==> config.mk <==
export PLATFORM = sky130hd
export DESIGN_NAME = dt_repack
export DESIGN_NICKNAME = d
export VERILOG_FILES = /design/src/rtl/dt_repack.sv
export SDC_FILE = /design/constraint.sdc
export NUM_CORES = 1
export LEC_CHECK = 0
export BUFFER_PORTS_ARGS = -buffer_cell sky130_fd_sc_hd__buf_4
export CAP_MARGIN = 15
export CORE_ASPECT_RATIO = 0.5
export CORE_MARGIN = 5
export CORE_UTILIZATION = 45
export DETAILED_ROUTE_END_ITERATION = 12
export PLACE_DENSITY = 0.77
export SYNTH_ARGS = -nofsm -noshare
export SYNTH_HDL_FRONTEND = slang
export SYNTH_SLANG_ARGS = --single-unit
==> constraint.sdc <==
create_clock -name clk -period 5.2 [get_ports clk]
set_clock_uncertainty 0.05 [all_clocks]
set_input_delay 0.52 -clock clk [delete_from_list [all_inputs] [get_ports clk]]
set_output_delay 0.52 -clock clk [all_outputs]
set_load 0.02 [all_outputs]
==> src/rtl/dt_repack.sv <==
// ============================================================================
// dt_repack
//
// Purpose:
//   Post-processing stage of the distance-transform subsystem. It streams the
//   IMG_W x IMG_W distance map out of result RAM one pixel per cycle. Each
//   pixel is thresholded to one bit (bit = pixel >= threshold, unsigned). The
//   bits are packed 16 per word, first pixel in the MSB, and each word is
//   written to the packed binary image RAM. The packed format matches what
//   the transform engine consumes.
//
// Optional feature (macro DT_REPACK_POPCNT_EN):
//   When the macro is defined, output pop_count is added. It gives the number
//   of 1-bits written during the most recent run.
//
// Ports:
//   clk        in   clock
//   reset      in   asynchronous, active-low reset
//   start      in   single-cycle start request, accepted only in IDLE
//   threshold  in   pixel threshold, sampled when start is accepted
//   busy       out  high while a conversion is in progress
//   done       out  single-cycle completion pulse
//   res_rd     out  result RAM read enable
//   res_addr   out  result RAM pixel address
//   res_di     in   result RAM read data, valid the cycle after res_rd
//   sti_wr     out  packed-image RAM write enable
//   sti_addr   out  packed-image word address
//   sti_do     out  packed-image write data
//   pop_count  out  count of 1 pixels in the run (DT_REPACK_POPCNT_EN only)
// ============================================================================
module dt_repack #(
    parameter int IMG_W  = 128,
    parameter int PIX_W  = 8,
    parameter int WORD_W = 16
) (
    input  logic                                    clk,
    input  logic                                    reset,
    input  logic                                    start,
    input  logic [PIX_W-1:0]                        threshold,
    output logic                                    busy,
    output logic                                    done,
    output logic                                    res_rd,
    output logic [$clog2(IMG_W*IMG_W)-1:0]          res_addr,
    input  logic [PIX_W-1:0]                        res_di,
    output logic                                    sti_wr,
    output logic [$clog2(IMG_W*IMG_W/WORD_W)-1:0]   sti_addr,
    output logic [WORD_W-1:0]                       sti_do
`ifdef DT_REPACK_POPCNT_EN
    ,
    output logic [$clog2(IMG_W*IMG_W+1)-1:0]        pop_count
`endif
);

    localparam int PIX_N   = IMG_W * IMG_W;
    localparam int ADDR_W  = $clog2(PIX_N);
    localparam int WORDS   = PIX_N / WORD_W;
    localparam int WADDR_W = $clog2(WORDS);
    localparam int IDX_W   = $clog2(WORD_W);

    localparam logic [ADDR_W-1:0]  LAST_PIX  = ADDR_W'(PIX_N - 1);
    localparam logic [WADDR_W-1:0] LAST_WORD = WADDR_W'(WORDS - 1);
    localparam logic [IDX_W-1:0]   LAST_IDX  = IDX_W'(WORD_W - 1);

    typedef enum logic [1:0] {
        IDLE  = 2'd0,
        READ  = 2'd1,
        DRAIN = 2'd2,
        DONE  = 2'd3
    } state_t;

    state_t state;
    state_t state_next;

    logic [PIX_W-1:0]   thr_reg;
    logic               cap_vld;
    logic [IDX_W-1:0]   cap_idx;
    logic [WADDR_W-1:0] word_cnt;
    logic [WORD_W-2:0]  shreg;
    logic               accept;
    logic               pix_bit;

    assign accept  = (state == IDLE) && start;
    assign pix_bit = (res_di >= thr_reg);

    always_ff @(posedge clk or negedge reset) begin
        if (!reset) begin
            state <= IDLE;
        end else begin
            state <= state_next;
        end
    end

    // The run ends on the final word write, not on the pixel counter.
    // Capture still lags the reads by one cycle and the write by one more.
    always_comb begin
        state_next = state;
        case (state)
            IDLE:    if (start) state_next = READ;
            READ:    if (res_addr == LAST_PIX) state_next = DRAIN;
            DRAIN:   if (sti_wr && (sti_addr == LAST_WORD)) state_next = DONE;
            DONE:    state_next = IDLE;
            default: state_next = IDLE;
        endcase
    end

    // Status and read-port outputs are decoded from the next state.
    // This keeps them registered and aligned with the state they describe.
    always_ff @(posedge clk or negedge reset) begin
        if (!reset) begin
            busy     <= 1'b0;
            done     <= 1'b0;
            res_rd   <= 1'b0;
            res_addr <= '0;
            thr_reg  <= '0;
        end else begin
            busy   <= (state_next == READ) || (state_next == DRAIN);
            done   <= (state_next == DONE);
            res_rd <= (state_next == READ);
            if (accept) begin
                thr_reg  <= threshold;
                res_addr <= '0;
            end else if ((state == READ) && (res_addr != LAST_PIX)) begin
                res_addr <= res_addr + 1'b1;
            end
        end
    end

    // cap_vld marks the cycle where RAM data for the previous read is present.
    // The 16th bit of a word goes straight into sti_do, bypassing the shift
    // register, so the write happens the cycle after the last capture.
    always_ff @(posedge clk or negedge reset) begin
        if (!reset) begin
            cap_vld  <= 1'b0;
            cap_idx  <= '0;
            word_cnt <= '0;
            shreg    <= '0;
            sti_wr   <= 1'b0;
            sti_addr <= '0;
            sti_do   <= '0;
        end else begin
            cap_vld <= res_rd;
            sti_wr  <= 1'b0;
            if (accept) begin
                cap_idx  <= '0;
                word_cnt <= '0;
                shreg    <= '0;
            end else if (cap_vld) begin
                shreg   <= {shreg[WORD_W-3:0], pix_bit};
                cap_idx <= cap_idx + 1'b1;
                if (cap_idx == LAST_IDX) begin
                    sti_wr   <= 1'b1;
                    sti_addr <= word_cnt;
                    sti_do   <= {shreg, pix_bit};
                    word_cnt <= word_cnt + 1'b1;
                end
            end
        end
    end

`ifdef DT_REPACK_POPCNT_EN
    // Counts every captured 1 pixel. It holds after the run until the next start.
    always_ff @(posedge clk or negedge reset) begin
        if (!reset) begin
            pop_count <= '0;
        end else if (accept) begin
            pop_count <= '0;
        end else if (cap_vld && pix_bit) begin
            pop_count <= pop_count + 1'b1;
        end
    end
`endif

endmodule
* Word level (Yosys, flattened, before mapping)
Index checks and enable logic that the tools add are counted. W data, S select, Z words.
Word-level totals: register bits after elaboration 84, input bits 19, output and inout port bits 44, logic and storage cells 54
Cells by class: $add $sub $neg 3, $lt $le $gt $ge 1, eq/ne operators 10, multiplexer cells 16, bitwise logic cells 1, reductions and logical operators 10
Operators by type and width (number):
- $mux W10 | 3
- $mux W15 | 2
- $mux W14 | 2
- $add A14 B1 Y14 const B | 1
- $eq A14 B14 Y1 const B | 1
- $ne A14 B14 Y1 const B | 1
- $add A10 B1 Y10 const B | 1
- $eq A10 B10 Y1 const B | 1
- $eq A2 B2 Y1 const B | 4
- $ge A8 B8 Y1 | 1
- $mux W4 | 2
- $pmux W2 S4 | 1
- $mux W2 | 3
- $reduce_bool A2 Y1 | 3
- $add A4 B1 Y4 const B | 1
- $eq A2 B1 Y1 const B | 2
- $eq A4 B4 Y1 const B | 1
- $logic_and A1 B1 Y1 | 3
- $mux W1 | 3
- $reduce_and A3 Y1 | 1
- $logic_not A2 Y1 | 1
- $reduce_and A2 Y1 | 1
- $logic_or A1 B1 Y1 | 1
- $not A1 Y1 | 1

* Depth between registers and ports, before layout
word-level depth 6, depth in mapped cells 7, gate-level depth less buffers 6

* Least setup slack after synthesis
No wires, ideal clock.
path type reg2reg, start point reg res_addr[0], end point reg busy, arrival 1923 ps, setup slack 3114 ps, stages on the path, launching flop included 8, buffers on the path 1, clock period less this slack 2086 ps, cell sequence dfrtp_1 > ha_1 > and4_1 > buf_2 > a41oi_2 > or3_1 > ha_1 > inv_1
On the way: word-level cells in the longest chain between the ends 5, elaborated cells on any way between the ends 6, those cells by class eq/ne (3); mux (2); reduce/logical (1)
Ends and longest elaborated chain:
- start: declaration | RTL line 43 | output logic [$clog2(IMG_W*IMG_W)-1:0] res_addr,
- start signal: assignment | RTL line 123 | res_addr <= res_addr + 1'b1;
- $eq A14 B14 Y1 (*) | RTL line 99 | READ: if (res_addr == LAST_PIX) state_next = DRAIN;
- $mux W2 (*) | RTL line 99
- $pmux W2 S4 (*) | RTL line 97 | case (state)
- $eq A2 B1 Y1 / $eq A2 B2 Y1 (equally long branches) | RTL line 116 | busy <= (state_next == READ) || (state_next == DRAIN);
- $logic_or A1 B1 Y1 (*) | RTL line 116
- end signal: assignment | RTL line 116
- end: declaration | RTL line 40 | output logic busy,
Mark *: on every way between the ends. The rest lies on a longest branch, timed or not. A chain may end at the register's enable or synchronous reset.

* Worst setup path in the final report
start point reg cap_vld, end point reg sti_addr[1]
On the way: word-level cells in the longest chain between the ends 1
Ends and longest elaborated chain:
- start: declaration | RTL line 75 | logic cap_vld;
- start signal: assignment | RTL line 141 | cap_vld <= res_rd;
- $reduce_and A3 Y1 (no source line)
- end signal: assignment | RTL line 152 | sti_addr <= word_cnt;
- end: declaration | RTL line 46 | output logic [$clog2(IMG_W*IMG_W/WORD_W)-1:0] sti_addr,
No other way between the ends.

==> reports/metrics.csv <==
metric,value,unit
CP endpoint kind,flop,
worst-path cell chain,nand4_2 -> nor2_4 -> mux2_2,
Critical Path Fanout Max,28,
Post CTS Setup Buffer Count,0,
first-pass GRT wire length,13.12,mm
die width,139.5,um
max FFs per register,16,
top flop regs,"sti_do x16, shreg x15, res_addr x14",
"Seq/Total Area, Yosys",0.5574,
initial antenna violation count,0,
I/O pins,63,
"flops & latches, synth",84,
placed instance area,4330,um^2
Max Fclk,386.6,MHz
Max Cap Violations,0,
layout cell share with drive strength beyond 1,0.2775,
GRT overflow,0,
NumNets Final,426,
DP Wirelength,5.030,mm
Tot Pwr,0.002339,W
vias in the first global route,2730,
WL met3,399,um
"Req. time, crit path",5.37,ns
hold_ws,0.03484,ns
largest net degree at the start of global routing,85,
Top reg by flops,sti_do,
Psw,0.0007761,W
prevailing post-synth register cell,dfrtp_1,
Port Buffers,62,
Initial Util,0.4663,
power share of the combinational group,0.283,
Post-synth EDFFs,0,
GP Congestion,0.8596,
data arrival time of the critical path,2.75,ns
Setup Slack @ Placement,2.632,ns
startpoint types,flop,
Post-route DRC,0,
most instantiated cells after synthesis,"dfrtp_1 (84), nor2_1 (33), nand2_1 (31), mux2_2 (25), mux2i_1 (20)",
asr flop ratio synth,1.000,
drt pass-1 iters,4,
max incr delay on CP,0.98,ns
metal2 WL,3.722,mm
Worst-Skew Late Latency,0.33,ns
Avg Inst Size Synth,11.39,um^2
Final Cell Area,4661,um^2
Final Critical Period,2.587,ns
# diodes,0,
gr usage total,0.1581,
Met1 Wirelength,3.370,mm
Num CTS Buffers,9,
Seq pwr share,0.444,
Max VDD drop,0.2414,mV
Slew HR,0.3587,
CTS sink cnt,84,
largest area contributor in the netlist,dfrtp_1,
clk slew on worst S/H paths,0.06,ns
internal cell power,0.001563,W
# rows,23,
Clock power frac,0.273,
Final period util,0.4974,
Post-CTS Hold Buffers,0,
Switching Fraction,0.3318,
highest routed layer,met4,
Syn-to-layout area delta,23.59,%
Die Ht,74.73,um
final setup TNS,0,ns
status,"finished, final reports clean",
final max-slew violation count,0,
Mapped Area,3771,um^2
crit path kind,reg2reg,
vias per cell,5.189,
CTS Root Buffer Type,clkbuf_16,
Synth warnings,0,
share of the synthesized area in the top cell type,0.5574,
Detailed Route WL,7.566,mm
routed wire length per instance,14.78,um
final-report setup violation count,0,
post-CTS resize count,0,
top-count cell post-synth,dfrtp_1,
CTS tree,built,
1st-iter DRT viols,141,
Worst Tran Pin Value,0.9619,ns
Via Count,2657,
Synth area leaders,"dfrtp_1 (56%), mux2_2 (7.5%), mux2i_1 (5.3%), ha_1 (4.0%), nor2_1 (3.3%)",
post-synth cell types,40,
total core area,8087,um^2
hold crit path type,in2async,
die area,10420,um^2
post-route setup slack,2.613,ns
hold violation total from the final report,0,
pwr/cell area,501.8,nW/um^2
leakage dissipation,2.290,nW
syn nets,362,
CTS Buffer Depth,2,
Final ANT Viol Nets,0,
RSZ-0062 raised after global routing,false,
H-Tree Depth,3,
Critical Path Slowest Stage Cell,dfrtp_1,
Synth Instances,331,
-- stage by stage --
step,util,std cells
after floorplan,-,331
after global placement,0.5355,495
after detailed placement,0.5355,495
after CTS,0.5730,511
after global routing,0.5764,512
final,0.5764,512
-- area by class of cell --
type,count,area [um^2]
clock inverter,5,60.06
timing repair buffer,64,500.5
sequential,84,2102
tap,112,140.1
multi-input combinational,223,1567
clock buffer,11,242.7
fill,677,3426
inverter,13,48.80
-- worst paths after layout --
| kind | to | slack [ns] | from | cells after the start |
|---|---|---|---|---|
| min in group clk | thr_reg[0]$_DFFE_PN0P_ | 0.33 | threshold[0] | 3 |
| worst min-delay path | sti_do[10]$_DFFE_PN0P_ | 0.03 | reset | 1 |
| worst max register to register | sti_addr[1]$_DFFE_PN0P_ | 2.61 | cap_vld$_DFF_PN0_ | 3 |
| worst max-delay path | sti_addr[1]$_DFFE_PN0P_ | 2.61 | cap_vld$_DFF_PN0_ | 3 |
| worst min register to register | cap_vld$_DFF_PN0_ | 0.38 | res_rd$_DFF_PN0_ | 0 |
| max in group asynchronous | busy$_DFF_PN0_ | 4.47 | reset | 2 |
-- power by group through the flow --
stage	Sequential [W]	Clock [W]	Combinational, W
finish	0.00104	0.000639	0.000663
global route	0.00107	0.000692	0.000739
CTS	0.00104	0.000655	0.000672
detailed placement	0.00105	0	0.000667
global placement	0.00104	0	0.000647
floorplan	0.00112	0	0.000311
-- cells by family (layout without fill, tap and decap cells) --
logic type,Yosys count,in the layout,synth area share
compound gates,37,37,0.06271
xor+xnor,10,10,0.02322
fa+ha+maj,12,12,0.03981
buf+inv,24,93,0.02721
flops,84,84,0.5574
mux,45,45,0.1277
simple gates,119,119,0.1619
-- worst max-delay path, delay by kind of cell, from the launching register on --
| kind | cells | cell delay (ns) |
|---|---|---|
| multiplexers | 1 | 0.41 |
| AND/OR/NAND/NOR | 2 | 1.01 |
| flip-flops | 1 | 0.98 |
-- layer usage --
metal | vias up | track usage
met5 | - | 0
met4 | 0 | 0.05315
met3 | 7 | 0.05393
met2 | 55 | 0.2610
met1 | 1295 | 0.2004
li1 | 1300 | -
-- layout by cell type, fill, tap and decap left out, types with 2 or more instances in the layout --
master / instances
nor3_1: 7
nand2_1: 31
nor2_1: 33
nor4_1: 2
a21oi_1: 8
a211oi_1: 6
o21ai_0: 13
nand3_1: 11
or3_1: 3
a31oi_1: 2
ha_1: 12
or2_2: 2
nand2b_1: 2
dfrtp_1: 84
buf_4: 63
clkbuf_16: 9
nor2b_1: 2
xnor2_1: 5
and3_1: 3
mux2i_1: 20
and2_1: 2
mux2_2: 25
xor2_1: 5
a41oi_1: 2
nand4_1: 10
inv_1: 13
and4_1: 5
No activity file was read; power rests on OpenSTA's default activity.
